File: src/rtl/trap_pc_ctrl.sv
// Trap/return PC sequencer: owns the PC mux select and PC write enable, holds MEPC/MIE/MPIE.
// Optional macro INTR_SYNC_EN puts a 2-flop synchronizer on intr (adds 2 cycles of request latency).
module trap_pc_ctrl #(
    parameter int         XLEN      = 32,
    parameter logic [2:0] SEL_MTVEC = 3'd4,
    parameter logic [2:0] SEL_MEPC  = 3'd5
) (
    input  logic            clk,
    input  logic            rst_n,
    input  logic            intr,
    input  logic            pc_adv,
    input  logic [2:0]      pc_src,
    input  logic [XLEN-1:0] pc_next,
    input  logic            mret,
    input  logic            csr_mie_we,
    input  logic            csr_mie_d,
    output logic [2:0]      pc_sel,
    output logic            pc_we,
    output logic [XLEN-1:0] mepc,
    output logic            mie,
    output logic            mpie,
    output logic            int_taken,
    output logic            busy
);

    typedef enum logic {RUN, TRAP} state_t;

    state_t     state, state_d;
    logic       intr_eff;
    logic       eligible;
    logic       do_mret;
    logic [2:0] src_legal;

`ifdef INTR_SYNC_EN
    logic [1:0] intr_sync;

    always_ff @(posedge clk or negedge rst_n) begin
        if (!rst_n) intr_sync <= 2'b00;
        else        intr_sync <= {intr_sync[0], intr};
    end

    assign intr_eff = intr_sync[1];
`else
    assign intr_eff = intr;
`endif

    // Sources 4..7 are not legal from the control unit; fold them onto source 0.
    assign src_legal = pc_src[2] ? 3'd0 : pc_src;
    assign eligible  = intr_eff & mie & pc_adv & (state == RUN);
    assign do_mret   = (state == RUN) & mret & pc_adv & ~eligible;

    always_comb begin
        state_d   = state;
        pc_sel    = src_legal;
        pc_we     = pc_adv;
        int_taken = 1'b0;
        busy      = 1'b0;
        case (state)
            RUN: begin
                if (eligible) begin
                    pc_we   = 1'b0;
                    state_d = TRAP;
                end else if (do_mret) begin
                    pc_sel = SEL_MEPC;
                    pc_we  = 1'b1;
                end
            end
            TRAP: begin
                pc_sel    = SEL_MTVEC;
                pc_we     = 1'b1;
                int_taken = 1'b1;
                busy      = 1'b1;
                state_d   = RUN;
            end
            default: state_d = RUN;
        endcase
        // Keep the PC register from loading while reset is held.
        if (!rst_n) begin
            pc_sel = 3'd0;
            pc_we  = 1'b0;
        end
    end

    always_ff @(posedge clk or negedge rst_n) begin
        if (!rst_n) begin
            state <= RUN;
            mepc  <= '0;
            mie   <= 1'b0;
            mpie  <= 1'b0;
        end else begin
            state <= state_d;
            if (eligible) begin
                mepc <= pc_next;
                mpie <= mie;
                mie  <= 1'b0;
            end else if (do_mret) begin
                mie  <= mpie;
                mpie <= 1'b1;
            end else if (csr_mie_we) begin
                mie  <= csr_mie_d;
            end
        end
    end

endmodule

File: config.mk
export PLATFORM = sky130hd
export DESIGN_NAME = trap_pc_ctrl
export DESIGN_NICKNAME = d
export VERILOG_FILES = /design/src/rtl/trap_pc_ctrl.sv
export SDC_FILE = /design/constraint.sdc
export NUM_CORES = 1
export LEC_CHECK = 0
export BUFFER_PORTS_ARGS = -buffer_cell sky130_fd_sc_hd__buf_2
export CORE_MARGIN = 2
export CORE_UTILIZATION = 27
export CTS_CLUSTER_DIAMETER = 60
export CTS_CLUSTER_SIZE = 14
export DETAILED_ROUTE_END_ITERATION = 12
export PLACE_DENSITY_LB_ADDON = 0.3
export SLEW_MARGIN = 20
export SYNTH_ARGS = -nofsm -noshare
export SYNTH_HDL_FRONTEND = slang
export SYNTH_SLANG_ARGS = --single-unit
File: constraint.sdc
create_clock -name clk -period 4 [get_ports clk]
set_clock_uncertainty 0.15 [all_clocks]
set_input_delay 0.2 -clock clk [delete_from_list [all_inputs] [get_ports clk]]
set_output_delay 0.2 -clock clk [all_outputs]
set_load 0.02 [all_outputs]
## Word level (Yosys, flattened, before mapping)

Cells that the tools add are included.

- Muxes and demuxes: 17
- Bitwise logic cells: 8
- Reduce and logical (&&, ||, !) cells: 2

Operators by type and width:

| operator | count |
|---|---|
| 2-to-1 mux 1 bit | 10 |
| 2-to-1 mux 3 bit | 3 |
| AND 1 bit | 6 |
| one-hot mux 3 bit (2 select lines) | 1 |
| one-hot mux 1 bit (2 select lines) | 2 |
| nonzero test 3 bit | 1 |
| 2-to-1 mux 2 bit | 1 |
| NOT 1 bit | 2 |
| nonzero test 2 bit | 1 |

- Bits of input ports: 42
- Output and inout bits: 40
- Flip-flop bits (word level): 35
- Word-level logic and storage cells: 31

## Longest topological paths before layout

- Depth in word-level cells: 9
- Gate-level depth with buffers: 4
- Depth with buffers taken out: 3

## Worst setup path before layout

OpenSTA, ideal clock, no wires.

- Path type: register to output
- From: reg mie
- To: out pc_sel[1]
- Stages on the path, launching flop included: 4
- Data arrival time: 1611 ps
- Path buffers: 0
- Required time: 3650 ps
- Slack: 2039 ps
- Path through: dfrtp_1 > nand2_2 > and3_1 > nor4b_1

- Longest elaborated chain between the ends: 9

RTL lines:

| item | line | source |
|---|---|---|
| from (decl) | 20 | `output logic mie,` |
| from (signal assigned) | 97 | `mie <= mpie;` |
| from (signal assigned) | 100 | `mie <= csr_mie_d;` |
| AND 1 bit (*) (3 in a row) | 49 | `assign eligible = intr_eff & mie & pc_adv & (state == RUN);` |
| NOT 1 bit | 50 | `assign do_mret = (state == RUN) & mret & pc_adv & ~eligible;` |
| AND 1 bit | 50 |  |
| 2-to-1 mux 3 bit | 63 | `end else if (do_mret) begin` |
| 2-to-1 mux 3 bit (*) | 60 | `if (eligible) begin` |
| one-hot mux 3 bit (2 select lines) (*) | 58 | `case (state)` |
| 2-to-1 mux 3 bit (*) | 78 | `if (!rst_n) begin` |
| to (decl) | 17 | `output logic [2:0] pc_sel,` |

Every way passes the cells marked *; elsewhere a longest branch is shown, timed or not.

## Worst setup path in the final report

- From: in rst_n
- To: out pc_sel[1]

- Longest elaborated chain between the ends: 1

RTL lines:

| item | line | source |
|---|---|---|
| from (decl) | 9 | `input logic rst_n,` |
| 2-to-1 mux 3 bit | 78 |  |

Every way passes these cells.

==> Implementation_results.wiki <==
{| class="wikitable"
! Metric !! Value
|-
| Length of routed met3 wiring || 196 µm
|-
| Buffer levels on the longest clock path || 2
|-
| Row cnt || 27
|-
| Post-Place Worst Slack || 2110 ps
|-
| Pin count of the biggest net entering global routing || 39
|-
| Violation count after the first detailed-routing iteration || 10
|-
| Count of mapped cells out of synthesis || 90
|-
| Switching Share || 0.333
|-
| Die Span X || 79.7 µm
|-
| #FFs+latches synth || 35
|-
| Number of nets in the layout || 247
|-
| Effective utilization at floorplan || 0.280
|-
| Root cell of the clock tree || sky130_fd_sc_hd__clkbuf_8
|-
| Via-to-Cell Ratio || 4.07
|-
| Mapped cell area || 1550 µm²
|-
| Number of top-level pins || 82
|-
| YS warnings || 0
|-
| Avg Cell Area, Syn || 17.2 µm²
|-
| Setup Buffers After CTS || 0
|-
| Startpoint of the lowest-slack register-to-register path || state$_DFF_PN0_
|-
| Final cell count without fillers || 278
|-
| Worst Setup End Kind || output port
|-
| Result of the run || finished clean
|-
| Unrepaired setup endpoints after global routing || no
|-
| Class of the worst hold path || in2reg
|-
| Layout area overhead || 53.1%
|-
| Final estimated routing congestion in global placement || 0.740
|-
| Total power of the final layout || 1.20 mW
|-
| Setup TNS || 0 ps
|-
| Placed cell count || 239
|-
| Slew @ Worst Pin || 786 ps
|-
| Worst setup margin || 1680 ps
|-
| Vias in the first global route || 1120
|-
| Final design instance area without fill || 2370 µm²
|-
| Arrival @ worst endpoint || 1970 ps
|-
| Count of endpoints failing hold in the final timing report || 0
|-
| Antenna violations before repair || 0
|-
| Final wirelength || 3340 µm
|-
| Number of input and output port buffers inserted || 81
|-
| Residual DRC count || 0
|-
| Critical Path Start Type || input port
|-
| Number of buffers created by CTS || 5
|-
| First-pass GRT wire length || 5060 µm
|-
| Net count after synthesis || 132
|-
| Share of layout cells above drive strength 1 || 0.602
|-
| DR WL met2 || 1730 µm
|-
| Vert. Die Dim || 79.7 µm
|-
| Lkg Pwr || 1.20 nW
|-
| Remaining global-route overflow || 0
|-
| Number of vias in the routed layout || 1131
|-
| Filler cell count in the final layout || 538
|-
| Net switching component of the power || 0.400 mW
|-
| GRT Resource Usage Total || 0.106
|-
| Fraction of the yosys area taken by sequential cells || 0.565
|-
| Gate power share || 0.383
|-
| Register Area || 876 µm²
|-
| Max-cap check violation count || 0
|-
| Cells on worst reg2reg path || 3
|-
| Uppermost signal routing layer after detailed routing || met4
|-
| Final ANT Viol Nets || 0
|-
| Area used by multi-input combinational logic || 602 µm²
|-
| Placement-stage cell area || 1980 µm²
|-
| Setup violators final || 0
|-
| Detailed-route wire length on metal 1 || 1360 µm
|-
| Reg-to-reg setup timing slack || 2130 ps
|-
| Relative contribution of the clock network to total power || 0.199
|-
| Sink Count || 35
|-
| Sequential share of power || 0.419
|-
| Worst-Skew Late Latency || 270 ps
|-
| Max Clock Freq || 430 MHz
|-
| Post-route fraction of the period consumed by the critical path || 0.581
|-
| Required @ worst endpoint || 3650 ps
|-
| WHS || 12.0 ps
|-
| Count of inserted antenna diode cells || 0
|-
| Peak supply drop || 0.225 mV
|-
| Total core area || 5540 µm²
|-
| Time the final worst path needs with I/O delays and setup || 2320 ps
|-
| Reg2Reg Capture Point || mepc[9]$_DFFE_PN0P_
|-
| Last element of the critical path || pc_sel[1]
|-
| DPL Wire Length || 2220 µm
|-
| CTS tree || yes
|-
| Crit Path Max Fanout || 38
|-
| Number of pins exceeding their max-slew limit in the final report || 0
|-
| Max H-tree Level || 2
|-
| Relative max-transition margin || 0.476
|-
| Number of library cell types mapped by synthesis || 19
|-
| Number of iterations in the first detailed-routing pass || 4
|-
| Internal power summed over all cells || 0.802 mW
|-
| Die area || 6360 µm²
|-
| WS Path Type || in2out
|-
| Clock-pin slew of the registers on the worst-case setup and hold paths || 70 ps
|-
| Utilization of the core after routing || 0.428
|-
| DR WL/cell || 12.0 µm
|-
| Total power density per cell area || 507 nW/µm²
|-
| Source of the critical timing path || rst_n
|}
[state kept, by name (all words and copies together) (netlist names)]
| name | flops |
|---|---|
| mie | 1 |
| mpie | 1 |
| state | 1 |
| mepc | 32 |
[layer usage]
layer / up-vias / track usage
met1: 539 / 0.116
met4: 0 / 0.0458
met5: - / 0
met2: 42 / 0.189
li1: 545 / -
met3: 5 / 0.0339
[cell type report]
cell class / count / share of cell area
clock buffers: 5 / 0.0290
clock inverters: 3 / 0.00633
inverters: 1 / 0.00158
multi-input cells: 50 / 0.254
flip-flops and latches: 35 / 0.369
well taps: 72 / 0.0380
repair buffers: 112 / 0.302
[how the worst min path moves through the flow]
stage / depth (start not counted) / endpoint / start / slack [ps]
after floorplan: 0 / mepc[0]$_DFFE_PN0P_ / rst_n / -250
after global placement: 1 / mepc[30]$_DFFE_PN0P_ / rst_n / 180
after detailed placement: 1 / mepc[6]$_DFFE_PN0P_ / rst_n / 190
after CTS: 2 / mepc[16]$_DFFE_PN0P_ / pc_next[16] / 1
after global routing: 2 / mepc[15]$_DFFE_PN0P_ / pc_next[15] / 0.7
final: 2 / mepc[16]$_DFFE_PN0P_ / pc_next[16] / 10
[critical path, cell delays in order]
cell,delay [ps]
sky130_fd_sc_hd__dlygate4sd3_1,530
sky130_fd_sc_hd__buf_2,630
sky130_fd_sc_hd__nand2b_1,150
sky130_fd_sc_hd__nor4b_1,240
sky130_fd_sc_hd__buf_2,200
[cell families (layout without fill, tap and decap cells)]
family,Yosys count,after routing,synth area share
compound gates,7,7,0.0291
buf+inv,5,121,0.0460
simple gates,11,11,0.0590
flops,35,35,0.565
mux,32,32,0.300
[power by group through the flow]
| stage | Clock (mW) | Sequential, mW | Combinational (mW) |
|---|---|---|---|
| floorplan | 0 | 0.633 | 0.171 |
| global placement | 0 | 0.508 | 0.440 |
| detailed placement | 0 | 0.508 | 0.442 |
| CTS | 0.254 | 0.504 | 0.466 |
| global route | 0.269 | 0.515 | 0.487 |
| finish | 0.239 | 0.503 | 0.460 |
[cells in the mapped netlist]
cell type,number,area share
sky130_fd_sc_hd__buf_12,3,0.039
sky130_fd_sc_hd__o21ai_0,1,0.0032
sky130_fd_sc_hd__nand2b_1,2,0.0081
sky130_fd_sc_hd__a221oi_1,1,0.0057
sky130_fd_sc_hd__nand3_1,1,0.0032
sky130_fd_sc_hd__nand2b_4,1,0.0089
sky130_fd_sc_hd__mux2_4,28,0.27
sky130_fd_sc_hd__o21a_1,1,0.0048
sky130_fd_sc_hd__nor2b_1,3,0.012
sky130_fd_sc_hd__mux2_2,4,0.029
sky130_fd_sc_hd__and3_1,1,0.0040
sky130_fd_sc_hd__a21oi_1,3,0.0097
sky130_fd_sc_hd__nor4b_1,1,0.0057
sky130_fd_sc_hd__nor2_8,1,0.013
sky130_fd_sc_hd__nand2_2,1,0.0040
sky130_fd_sc_hd__inv_1,1,0.0024
sky130_fd_sc_hd__buf_4,1,0.0048
sky130_fd_sc_hd__dfrtp_1,35,0.57
sky130_fd_sc_hd__a311oi_1,1,0.0057
[layout by cell type (no fill, tap or decap), drive strengths merged]
cell         synthesis  routed
buf                  4      81
dfrtp               35      35
mux2                32      32
dlygate4sd3          0      31
clkbuf               0       5
a21oi                3       3
nor2b                3       3
clkinv               0       3
nand2b               3       3
nand2                1       1
nor2                 1       1
and3                 1       1
nor4b                1       1
nand3                1       1
o21a                 1       1
inv                  1       1
a221oi               1       1
a311oi               1       1
o21ai                1       1
[repair_timing]
action / 4_1_cts / 5_1_grt
endpoints found under the hold margin: 64 / 1
hold buffers: 30 / 1
gates resized for setup: 0 / 0
No activity file was read; power rests on OpenSTA's default activity.
